**config.mk**
```make
export PLATFORM = sky130hd
export DESIGN_NAME = regfile_dump_reader
export DESIGN_NICKNAME = d
export VERILOG_FILES = /design/src/rtl/regfile_dump_pkg.sv /design/src/rtl/regfile_dump_reader.sv
export SDC_FILE = /design/constraint.sdc
export NUM_CORES = 1
export LEC_CHECK = 0
export ABC_CLOCK_PERIOD_IN_PS = 1700
export CELL_PAD_IN_SITES_DETAIL_PLACEMENT = 2
export CELL_PAD_IN_SITES_GLOBAL_PLACEMENT = 2
export CORE_MARGIN = 3
export CORE_UTILIZATION = 28
export CTS_BUF_LIST = sky130_fd_sc_hd__clkbuf_16
export DETAILED_ROUTE_END_ITERATION = 12
export DONT_BUFFER_PORTS = 1
export HOLD_SLACK_MARGIN = 0.08
export PLACE_DENSITY = 0.58
export SLEW_MARGIN = 20
export SYNTH_ARGS = -nofsm -noshare
export SYNTH_HDL_FRONTEND = slang
export SYNTH_SLANG_ARGS = --single-unit
```
**constraint.sdc**
```tcl
create_clock -name clock_in -period 1.7 [get_ports clock_in]
set_clock_uncertainty 0.2 [all_clocks]
set_input_delay 0.34 -clock clock_in [delete_from_list [all_inputs] [get_ports clock_in]]
set_output_delay 0.34 -clock clock_in [all_outputs]
set_load 0.05 [all_outputs]
```
**src/rtl/regfile_dump_pkg.sv**
```systemverilog
// Shared types and default widths for the register-file dump reader and the register_file it walks.
package regfile_dump_pkg;
  typedef enum logic [1:0] {IDLE, READ, SEND, DONE} dump_state_t;

  localparam int DUMP_DEFAULT_DATA_WIDTH    = 16;
  localparam int DUMP_DEFAULT_ADDRESS_WIDTH = 5;
endpackage

```
**src/rtl/regfile_dump_reader.sv**
```systemverilog
// Walks register_file[first..last] (wrapping) through one read port and streams (address, data) beats.
// One READ cycle per beat, so at most one beat every 2 cycles; a stalled beat holds until accepted or aborted.
module regfile_dump_reader
  import regfile_dump_pkg::*;
#(
  parameter int DATA_WIDTH    = DUMP_DEFAULT_DATA_WIDTH,
  parameter int ADDRESS_WIDTH = DUMP_DEFAULT_ADDRESS_WIDTH
) (
  input  logic                     clock_in,
  input  logic                     reset_n_in,
  input  logic                     start_in,
  input  logic                     abort_in,
  input  logic [ADDRESS_WIDTH-1:0] first_register_in,
  input  logic [ADDRESS_WIDTH-1:0] last_register_in,
  output logic [ADDRESS_WIDTH-1:0] read_register_out,
  input  logic [DATA_WIDTH-1:0]    read_data_in,
  output logic                     port_owned_out,
  output logic                     dump_valid_out,
  input  logic                     dump_ready_in,
  output logic [ADDRESS_WIDTH-1:0] dump_address_out,
  output logic [DATA_WIDTH-1:0]    dump_data_out,
  output logic                     dump_last_out,
  output logic                     busy_out,
  output logic                     done_out
);

  dump_state_t               state_q, state_d;
  logic [ADDRESS_WIDTH-1:0]  cur_addr_q, cur_addr_d;
  logic [ADDRESS_WIDTH-1:0]  end_addr_q, end_addr_d;
  logic [ADDRESS_WIDTH-1:0]  addr_q, addr_d;
  logic [DATA_WIDTH-1:0]     data_q, data_d;
  logic                      last_q, last_d;

  always_ff @(posedge clock_in or negedge reset_n_in) begin
    if (!reset_n_in) begin
      state_q    <= IDLE;
      cur_addr_q <= '0;
      end_addr_q <= '0;
      addr_q     <= '0;
      data_q     <= '0;
      last_q     <= 1'b0;
    end else begin
      state_q    <= state_d;
      cur_addr_q <= cur_addr_d;
      end_addr_q <= end_addr_d;
      addr_q     <= addr_d;
      data_q     <= data_d;
      last_q     <= last_d;
    end
  end

  always_comb begin
    state_d    = state_q;
    cur_addr_d = cur_addr_q;
    end_addr_d = end_addr_q;
    addr_d     = addr_q;
    data_d     = data_q;
    last_d     = last_q;
    case (state_q)
      IDLE: begin
        if (start_in) begin
          cur_addr_d = first_register_in;
          end_addr_d = last_register_in;
          state_d    = READ;
        end
      end
      READ: begin
        addr_d  = cur_addr_q;
        data_d  = read_data_in;
        last_d  = (cur_addr_q == end_addr_q);
        state_d = abort_in ? IDLE : SEND;
      end
      SEND: begin
        // Abort takes priority: a beat accepted in the same cycle is treated as not delivered.
        if (abort_in) begin
          state_d = IDLE;
        end else if (dump_ready_in) begin
          if (last_q) begin
            state_d = DONE;
          end else begin
            cur_addr_d = cur_addr_q + ADDRESS_WIDTH'(1);
            state_d    = READ;
          end
        end
      end
      DONE: begin
        state_d = IDLE;
      end
      default: begin
        state_d = IDLE;
      end
    endcase
  end

  // addr_q always holds the index last presented in READ, so it doubles as the held read index.
  assign read_register_out = (state_q == READ) ? cur_addr_q : addr_q;
  assign port_owned_out    = (state_q == READ);
  assign dump_valid_out    = (state_q == SEND);
  assign dump_address_out  = addr_q;
  assign dump_data_out     = data_q;
  assign dump_last_out     = (state_q == SEND) && last_q;
  assign busy_out          = (state_q != IDLE);
  assign done_out          = (state_q == DONE);

endmodule

```
==> results.ini <==
[critical_path]
crit_buf_inv = 2
end_kind = primary output
cpPeakStageDelay_ns = 0.43
path_max_fanout = 5
start_kind = flip-flop
path_class = flip-flop to primary output
timing.rr.end = cur_addr_q[2]
path_delay_family = flip-flops
r2r_slack_ns = -0.07
worstPathCellList = nand2b_4, buf_6, o21ai_4, buf_12
worstPathArrival_ns = 1.35
crit_slowest_cell = dfrtp_2
worstRegToRegCells = 4
cp_num_cells = 4
timing.rr.start = state_q[0]
cp.required_ns = 1.16

[global_routing]
gr-total-overflow = 0
grt_pass1_wl_mm = 7.28
grt_usage = 0.153
grt_max_degree = 35
antenna_found_initial = 0
grt_pass1_vias = 1397

[logic_synthesis]
ys_types = 34
syn_inst = 119
avgSynthCellArea_um2 = 12.8
synth_top_area_cell = dfrtp_1
synth_seq_cells = 34
synthesis.area_mm2 = 0.00153
synth_ff_type = dfrtp_1
synthTopCellsByArea = dfrtp_1, mux2_2, mux2_4
syn-num-nets = 151
ys.warnings.count = 0
synth-edff-count = 0
async_flop_share = 1.00
ys_top_cells_by_count = dfrtp_1, mux2_2, inv_1, nand2_1, o21ai_0
synth_most_common_cell = dfrtp_1
seq_area_frac_synth = 0.557
synth.top_cell.area_share = 0.557

[sta]
setup_tns_ns = -1.24
fin_crit_ns = 1.89
fmax_mhz = 529
tightest_slew_ns = 0.499
slew_headroom = 0.667
setup_slack_ns = -0.190
hold_viol = 0
setup_viol = 10
fin_crit_sh = 1.11
rsz0062_at_grt = true
fin_hold_ws_ns = 0.0789
slew_violations = 0

[pwr]
pwr_density_cell_mw_per_mm2 = 1860
switchingPower_uw = 2010
swShare = 0.441
power_frac_comb = 0.394
ir_drop_v = 0.000615
seqPwrFrac = 0.389
leakage_uw = 0.00109
internal_power_uw = 2550
pwr-share-clk = 0.217

[drt]
viasPerCell = 4.68
wl_met1_mm = 1.84
post-route-drc-count = 0
ant_nets = 0
dr.pass1.iters = 4
highest_layer = met4
wl_met3_um = 280
vias = 1147
wl_per_cell_um = 19.4
drtIter0Drc = 11
wl_met2_mm = 2.62
wirelength_mm = 4.76

[hold_path]
hp-class = primary input to flip-flop
hp-start = first_register_in[0]
min_to = cur_addr_q[0]
hold_depth = 2

[cts]
cts_tree = done
cts-root-buf = clkbuf_16
cts_buffers = 5
path_clk_slew_ns = 0.05
cts.path.max_buffers = 2
cts.sinks = 34
htreeDepth = 2
clkLatencyLatePin_ns = 0.27

[floorplan]
die_area_mm2 = 0.00637
row_count = 26
ios = 62
die_x_um = 79.8
initial_core_util = 0.293
core_area_mm2 = 0.00520
die_h_um = 79.8

[place]
gp_congestion = 0.804
dp_cells = 203
place_area_mm2 = 0.00183
io_buffers = 0
place_hpwl_mm = 3.00

[cells_and_area]
fin_cells = 245
nets = 206
fin_area_mm2 = 0.00245
n_antenna_cell = 0
drive_above_1_share = 0.480
area_growth_pct = 60.3

[run]
max_cap_viol_count = 0

[run_status]
outcome = finished, violations left
violations = setup timing

state kept, by name, indices dropped and copies added (netlist names):
name and count:
dump_data_out 16, cur_addr_q 5, dump_address_out 5, end_addr_q 5
state_q 2, last_q 1
layout make-up:
class / count / area, um2
Clock buffer: 5 / 125
Clock inverter: 3 / 37.5
Fill cell: 515 / 2760
Inverter: 9 / 37.5
Multi-Input combinational cell: 73 / 779
Sequential cell: 34 / 855
Tap cell: 70 / 87.6
Timing Repair Buffer: 51 / 526
layout by cell type (no fill, tap or decap), types with 2 or more instances in the layout:
cell and n:
clkbuf_16 5, o21ai_4 4, a21oi_1 2, dfrtp_2 3, buf_12 5, nand2b_4 4, nand2_2 3, mux2_2 18
xor2_1 2, nand3_1 2, dlygate4sd3_1 24, nand2_1 3, buf_4 15, inv_1 10, xnor2_1 3, dfrtp_1 31
mux2i_1 2, and2_4 2, o22ai_1 2, buf_6 6, mux2_4 6
cells by family (layout without fill, tap and decap cells):
logic type / Yosys count / in the layout / synth area share
xor gates and xnor gates: 5 / 5 / 0.0287
muxes: 26 / 26 / 0.202
buffers and inverters: 13 / 68 / 0.0369
and+or+nand+nor: 25 / 26 / 0.0992
AOI/OAI and AO/OA: 15 / 15 / 0.0672
DFF: 34 / 34 / 0.557
adders and majority gates: 1 / 1 / 0.00820
worst reg2reg max path, delay by kind of cell, from the launching register on:
| family | cells | cell delay [ns] |
|---|---|---|
| AND/OR/NAND/NOR | 1 | 0.50 |
| flip-flops | 1 | 0.46 |
| buffers and inverters | 1 | 0.18 |
| AO/OA/AOI/OAI | 2 | 0.36 |
power by group through the flow:
stage | sequential (uW) | combinational, uW | clock [uW]
finish | 1770 | 1800 | 990
global route | 1820 | 1900 | 1070
CTS | 1770 | 1750 | 1020
detailed placement | 1780 | 1560 | 0
global placement | 1760 | 1530 | 0
floorplan | 1920 | 898 | 0
routing by layer:
layer / vias up / global-route usage
met5: - / 0
met4: 0 / 0.0389
met3: 2 / 0.0485
met2: 38 / 0.288
met1: 583 / 0.164
li1: 524 / -
per-stage QoR:
step / setup WS, ns / utilization / power [uW]
after floorplan: -0.0414 / - / 2820
after global placement: 0.0649 / 0.351 / 3280
after detailed placement: 0.0177 / 0.351 / 3340
after CTS: -0.195 / 0.456 / 4540
after global routing: -0.238 / 0.470 / 4790
final: -0.190 / 0.470 / 4560
how the worst max path moves through the flow:
stage / from / to / slack, ns
floorplan: state_q[1] / read_register_out[0] / -0.04
global placement: state_q[1] / read_register_out[4] / 0.06
detailed placement: state_q[1] / cur_addr_q[3] / 0.02
CTS: state_q[1] / read_register_out[3] / -0.19
global route: state_q[1] / read_register_out[4] / -0.24
finish: state_q[1] / read_register_out[4] / -0.19
repair_timing:
item,CTS,global route
pin swaps,2,4
endpoints found under the setup margin,10,20
endpoints found under the hold margin,57,0
resized for setup,15,12
hold buffers,25,0
buffers inserted,7,2
cloned,1,0
No activity file was read; power rests on OpenSTA's default activity.
